File: src/rtl/pam4_pkg.sv
// PAM-4 receive shared definitions: symbol codes, ideal levels,
// packer state encoding and the reference slicer function.
package pam4_pkg;

    localparam logic [1:0] SYM_M3 = 2'b00;
    localparam logic [1:0] SYM_M1 = 2'b01;
    localparam logic [1:0] SYM_P1 = 2'b10;
    localparam logic [1:0] SYM_P3 = 2'b11;

    localparam int LVL_M3 = -84;
    localparam int LVL_M1 = -28;
    localparam int LVL_P1 = 28;
    localparam int LVL_P3 = 84;

    localparam int SLICE_W = 16;

    typedef enum logic {
        PK_EMPTY,
        PK_FILL
    } pk_state_e;

    // Sample and threshold are passed sign/zero-extended to SLICE_W,
    // so the extremes of the sample range never overflow the compare.
    function automatic logic [1:0] slice(
        input logic signed [SLICE_W-1:0] v,
        input logic signed [SLICE_W-1:0] t
    );
        logic [1:0] s;
        if (v < -t) begin
            s = SYM_M3;
        end else if (v < 0) begin
            s = SYM_M1;
        end else if (v < t) begin
            s = SYM_P1;
        end else begin
            s = SYM_P3;
        end
        return s;
    endfunction

endpackage

File: src/rtl/pam_4_symbol_packer.sv
// Packs 2-bit symbols MSB-first into bytes and discards a partial
// byte after GAP_TIMEOUT idle cycles.
module pam_4_symbol_packer
    import pam4_pkg::*;
#(
    parameter int GAP_TIMEOUT = 16
) (
    input  logic       clk,
    input  logic       rstn,
    input  logic [1:0] sym_i,
    input  logic       sym_vld_i,
    output logic [7:0] byte_o,
    output logic       byte_vld_o,
    output logic       drop_o
);

    localparam int GW = $clog2(GAP_TIMEOUT + 1);
    localparam logic [GW-1:0] GAP_LAST = GW'(GAP_TIMEOUT - 1);

    pk_state_e     state_q;
    logic [1:0]    cnt_q;
    logic [5:0]    sh_q;
    logic [7:0]    byte_q;
    logic          bvld_q;
    logic [GW-1:0] gap_q;
    logic          timeout;

    // The idle cycle that would bring the counter to GAP_TIMEOUT is the
    // drop cycle; a valid symbol in that cycle takes priority.
    assign timeout = (state_q == PK_FILL) && !sym_vld_i
                     && (gap_q == GAP_LAST);

    // Packer FSM, gap timer and registered byte output.
    always_ff @(posedge clk or negedge rstn) begin
        if (!rstn) begin
            state_q <= PK_EMPTY;
            cnt_q   <= 2'd0;
            sh_q    <= 6'd0;
            byte_q  <= 8'd0;
            bvld_q  <= 1'b0;
            gap_q   <= '0;
        end else begin
            bvld_q <= 1'b0;
            unique case (state_q)
                PK_EMPTY: begin
                    gap_q <= '0;
                    if (sym_vld_i) begin
                        sh_q    <= {4'd0, sym_i};
                        cnt_q   <= 2'd1;
                        state_q <= PK_FILL;
                    end
                end
                PK_FILL: begin
                    if (sym_vld_i) begin
                        gap_q <= '0;
                        if (cnt_q == 2'd3) begin
                            byte_q  <= {sh_q, sym_i};
                            bvld_q  <= 1'b1;
                            cnt_q   <= 2'd0;
                            state_q <= PK_EMPTY;
                        end else begin
                            sh_q  <= {sh_q[3:0], sym_i};
                            cnt_q <= cnt_q + 2'd1;
                        end
                    end else if (timeout) begin
                        gap_q   <= '0;
                        cnt_q   <= 2'd0;
                        sh_q    <= 6'd0;
                        state_q <= PK_EMPTY;
                    end else begin
                        gap_q <= gap_q + 1'b1;
                    end
                end
                default: begin
                    state_q <= PK_EMPTY;
                end
            endcase
        end
    end

    assign byte_o     = byte_q;
    assign byte_vld_o = bvld_q;
    assign drop_o     = timeout;

endmodule

File: src/rtl/pam_4_decode.sv
// PAM-4 receive slicer and byte packer. Define PAM4_DECODE_ADAPT_EN
// to track the signal amplitude and adapt the slicing threshold.
module pam_4_decode
    import pam4_pkg::*;
#(
    parameter int SIGNAL_RESOLUTION = 8,
    parameter int SYMBOL_SEPERATION = 56,
    parameter int GAP_TIMEOUT       = 16,
    parameter int ADAPT_SHIFT       = 4
) (
    input  logic                                clk,
    input  logic                                rstn,
    input  logic signed [SIGNAL_RESOLUTION-1:0] voltage_level_in,
    input  logic                                voltage_level_in_valid,
    output logic [1:0]                          symbol_out,
    output logic                                symbol_out_valid,
    output logic [7:0]                          byte_out,
    output logic                                byte_out_valid,
    output logic                                byte_drop,
    output logic [SIGNAL_RESOLUTION-1:0]        threshold_out
);

    localparam int N = SIGNAL_RESOLUTION;

    logic [N-1:0] thr;
    logic [1:0]   sym_d;
    logic [1:0]   sym_q;
    logic         vld_q;

`ifdef PAM4_DECODE_ADAPT_EN
    localparam int AW    = N + ADAPT_SHIFT;
    localparam int A_INT = 3 * SYMBOL_SEPERATION / 2;
    localparam int T_INT = (A_INT >> 1) + (A_INT >> 3) + (A_INT >> 5);
    localparam logic [AW-1:0] A_RST = AW'(A_INT << ADAPT_SHIFT);

    logic [AW-1:0]        amp_q;
    logic [AW-1:0]        amp_d;
    logic [N-1:0]         thr_q;
    logic [N-1:0]         thr_d;
    logic signed [N:0]    ext;
    logic [N:0]           mag;
    logic                 upd;
    logic signed [AW+1:0] diff;
    logic [AW-1:0]        ai;
    logic [AW-1:0]        tsum;

    // Amplitude IIR on outer-level samples and derived threshold ~2A/3.
    always_comb begin
        ext   = {voltage_level_in[N-1], voltage_level_in};
        mag   = ext[N] ? -ext : ext;
        upd   = voltage_level_in_valid && (mag >= {1'b0, thr_q});
        diff  = $signed({1'b0, mag, {ADAPT_SHIFT{1'b0}}})
              - $signed({2'b00, amp_q});
        amp_d = upd ? amp_q + AW'(diff >>> ADAPT_SHIFT) : amp_q;
        ai    = amp_d >> ADAPT_SHIFT;
        tsum  = (ai >> 1) + (ai >> 3) + (ai >> 5);
        thr_d = (tsum == '0) ? N'(1) : N'(tsum);
    end

    // Tracker state; the new threshold applies from the next sample.
    always_ff @(posedge clk or negedge rstn) begin
        if (!rstn) begin
            amp_q <= A_RST;
            thr_q <= N'(T_INT);
        end else begin
            amp_q <= amp_d;
            thr_q <= thr_d;
        end
    end

    assign thr = thr_q;
`else
    assign thr = N'(SYMBOL_SEPERATION);
`endif

    assign sym_d = slice(SLICE_W'(voltage_level_in), SLICE_W'(thr));

    // Registered slicer; the symbol holds while no sample is valid.
    always_ff @(posedge clk or negedge rstn) begin
        if (!rstn) begin
            sym_q <= 2'd0;
            vld_q <= 1'b0;
        end else begin
            vld_q <= voltage_level_in_valid;
            if (voltage_level_in_valid) begin
                sym_q <= sym_d;
            end
        end
    end

    pam_4_symbol_packer #(
        .GAP_TIMEOUT(GAP_TIMEOUT)
    ) u_packer (
        .clk       (clk),
        .rstn      (rstn),
        .sym_i     (sym_q),
        .sym_vld_i (vld_q),
        .byte_o    (byte_out),
        .byte_vld_o(byte_out_valid),
        .drop_o    (byte_drop)
    );

    assign symbol_out       = sym_q;
    assign symbol_out_valid = vld_q;
    assign threshold_out    = thr;

endmodule

File: config.mk
export PLATFORM = sky130hd
export DESIGN_NAME = pam_4_decode
export DESIGN_NICKNAME = d
export VERILOG_FILES = /design/src/rtl/pam4_pkg.sv /design/src/rtl/pam_4_symbol_packer.sv /design/src/rtl/pam_4_decode.sv
export SDC_FILE = /design/constraint.sdc
export NUM_CORES = 1
export LEC_CHECK = 0
export ABC_AREA = 0
export CAP_MARGIN = 10
export CORE_AREA = 2 2 61 63
export CTS_CLUSTER_DIAMETER = 200
export CTS_CLUSTER_SIZE = 10
export DETAILED_ROUTE_END_ITERATION = 6
export DIE_AREA = 0 0 63 65
export HOLD_SLACK_MARGIN = 0.06
export SETUP_SLACK_MARGIN = 0.3
export SYNTH_ARGS = -nofsm -noshare
export SYNTH_HDL_FRONTEND = slang
export SYNTH_SLANG_ARGS = --single-unit
File: constraint.sdc
create_clock -name clk -period 1.9 [get_ports clk]
set_clock_uncertainty 0.1 [all_clocks]
set_input_delay 0.285 -clock clk [delete_from_list [all_inputs] [get_ports clk]]
set_output_delay 0.285 -clock clk [all_outputs]
set_load 0.02 [all_outputs]
==> out/metrics.csv <==
metric;value;unit
nets;138;
synth.area.top_cells;dfrtp_1, mux2_2, buf_4;
finalPower;1.73;mW
p_int;1.19;mW
cts.clk_slew.worst_paths;0.14;ns
worst-path-max-fanout;4;
pwr-share-clk;0.219;
io_buffer_count;20;
cts_htree_levels;1;
drc;0;
synth_seq_cells;26;
final_core_util;0.424;
boundaryPins;32;
grt_setup_unrepaired;yes;
drive_gt1_frac;0.268;
vias;767;
clock-root-buffer;clkbuf_4;
hold_buffers;0;
instances_no_fill;171;
syn_avg_cell_area;12.3;sq um
synth.largest_area_cell;dfrtp_1;
start_kind;register;
netlist_instances;94;
dr.first_iter.drc_count;23;
cts_made_buffers;3;
holdCritPathClass;input port to async pin;
path_buf_inv;2;
synthTopCellsByCount;dfrtp_1, mux2_2, buf_4, nor2_1, nand2_1;
hold_viol;0;
irDropWorstVdd;0.520;mV
track_usage;0.106;
timing.rr.start;u_packer.gap_q[0]$_DFF_PN0_;
antenna_found_initial;0;
crit_slowest_cell;dfrtp_1;
n_antenna_cell;0;
p_sw;0.547;mW
async_flop_share;1.00;
cp.arrival;1.47;ns
syn2layout_area_growth;28.4;%
syn_area;0.00115;sq mm
grt_pass1_wl;3.40;mm
cts_tree;yes;
seqPwrFrac;0.463;
drt_pre_antenna_iters;4;
start_util;0.330;
gp_congestion;0.724;
overflow;0;
clk-insertion-delay-late;0.33;ns
vias_per_cell;4.49;
drv_slew;0;
grt_pass1_vias;743;
leakagePower;0.762;nW
status;completed;
ys_seq_area_frac;0.563;
dieHeight;65;um
power_density;1170;mW/mm^2
fin_hold_ws;0.204;ns
critical-path-max-stage-delay;0.43;ns
dieArea;0.00410;sq mm
cp_cell_sequence;ha_4 -> nand4b_4 -> or2_4 -> inv_2 -> buf_6;
grt_max_degree;27;
setup-violations-final;0;
clk_path_buf_depth;2;
wl_per_cell;11.4;um
reg2regPathDepth;5;
yosysUniqueCellTypes;27;
switching_share;0.316;
synth_flop_cell;dfrtp_1;
synth_top_area_share;0.563;
core;0.00350;sq mm
rows;22;
synth-edff-count;0;
fmax;540;MHz
endpoint_kind;output port;
hpwl;1.45;mm
die_width;63;um
yosysMostFrequentCell;dfrtp_1;
clkSinkCount;26;
fin_crit_sh;0.975;
critPathRequiredTime;1.51;ns
crit_family;flip-flops;
drt.antenna.violating_nets;0;
startpoint;u_packer.gap_q[0]$_DFF_PN0_;
dp.cells;166;
min_period;1.85;ns
setup-tns-final;0;ns
finalWirelength;1.96;mm
crit_cells;5;
maxCapViolCount;0;
comb_power_share;0.318;
synth_warnings;0;
path_class;register to output port;
[final timing paths]
kind                                                   to  slack, ns
min in group clk               symbol_out_valid$_DFF_PN0_       0.37
setup reg to reg             u_packer.sh_q[3]$_DFFE_PN0P_       0.36
hold / removal                  symbol_out[0]$_DFFE_PN0P_       0.20
hold reg to reg            u_packer.byte_o[5]$_DFFE_PN0P_       0.42
max in group asynchronous    u_packer.sh_q[3]$_DFFE_PN0P_       1.25
setup / recovery                                byte_drop       0.05
[metal layers]
layer / up-vias / share of wire / track usage
li1: 371 / - / -
met1: 372 / 0.41 / 0.122
met2: 22 / 0.50 / 0.182
met3: 2 / 0.064 / 0.0313
met4: 0 / 0.016 / 0.0500
met5: - / 0 / 0
[logic make-up (layout without fill, tap and decap cells)]
group / count (synthesis) / in the layout / synth area share
flip-flops: 26 / 26 / 0.563
AND/OR/NAND/NOR: 24 / 24 / 0.117
buffers and inverters: 14 / 37 / 0.0812
AO/OA/AOI/OAI: 13 / 13 / 0.0867
multiplexers: 10 / 10 / 0.0975
adder cells (fa/ha/maj): 3 / 3 / 0.0325
other: 2 / 8 / 0.00650
XOR/XNOR: 2 / 2 / 0.0152
[cell usage in the layout (no fill, tap or decap)]
cell type / netlist / final
dfrtp_1: 26 / 26
dlygate4sd2_1: 0 / 11
mux2_2: 10 / 10
nor2_1: 9 / 9
buf_4: 9 / 9
conb_1: 2 / 8
clkdlybuf4s50_1: 0 / 7
nand2_1: 5 / 5
a32o_1: 4 / 4
inv_1: 4 / 3
clkbuf_4: 0 / 3
nand3_1: 2 / 2
a21oi_1: 2 / 2
nor3_1: 2 / 2
o21ai_0: 2 / 2
ha_1: 3 / 2
nand2b_4: 1 / 1
nand4b_4: 0 / 1
or2_4: 1 / 1
inv_2: 0 / 1
and2b_2: 1 / 1
xor2_1: 1 / 1
xnor2_1: 1 / 1
and3_1: 1 / 1
o311ai_0: 1 / 1
nand3_2: 1 / 1
a31oi_1: 1 / 1
a21bo_2: 1 / 1
a311oi_1: 1 / 1
o22ai_1: 1 / 1
ha_4: 0 / 1
bufinv_16: 0 / 1
buf_6: 1 / 1
buf_2: 0 / 1
[state kept, by name (all words and copies together) (netlist names)]
name	cells
u_packer.byte_o	8
u_packer.sh_q	6
u_packer.gap_q	5
symbol_out	2
u_packer.cnt_q	2
symbol_out_valid	1
u_packer.byte_vld_o	1
u_packer.state_q	1
[area by class of cell]
type,count,area (sq um)
fillers,353,2010
flip-flops and latches,26,651
multi-input cells,60,454
repair buffers,29,250
well taps,48,60.1
clock inverters,1,30.0
clock buffers,3,22.5
inverters,4,15.0
[power by group through the flow]
stage	Sequential (mW)	Clock [mW]	Combinational, mW
6_report	0.802	0.380	0.550
5_1_grt	0.821	0.418	0.610
4_1_cts	0.806	0.402	0.561
3_5_place_dp	0.820	0	0.617
3_3_place_gp	0.813	0	0.608
2_1_floorplan	0.912	0	0.261
[what timing repair did]
action	in CTS	in global routing
pin swaps	1	1
buffers inserted	1	0
setup endpoints to repair	13	2
gates resized for setup	24	1
[stage by stage]
step           setup WS [ns]  instance area, sq um
5_1_grt              -0.0400                  1480
2_1_floorplan          0.334                  1180
4_1_cts               0.0295                  1490
3_3_place_gp         -0.0806                  1420
3_5_place_dp          -0.112                  1420
6_report              0.0476                  1480
[worst register-to-register path: cells and delay by family, from the launching register on]
kind	cells	cell delay, ns
simple gates	2	0.37
buf+inv	1	0.15
compound gates	1	0.23
flops	1	0.43
fa+ha+maj	1	0.17
(Power assumes the default switching activity.)
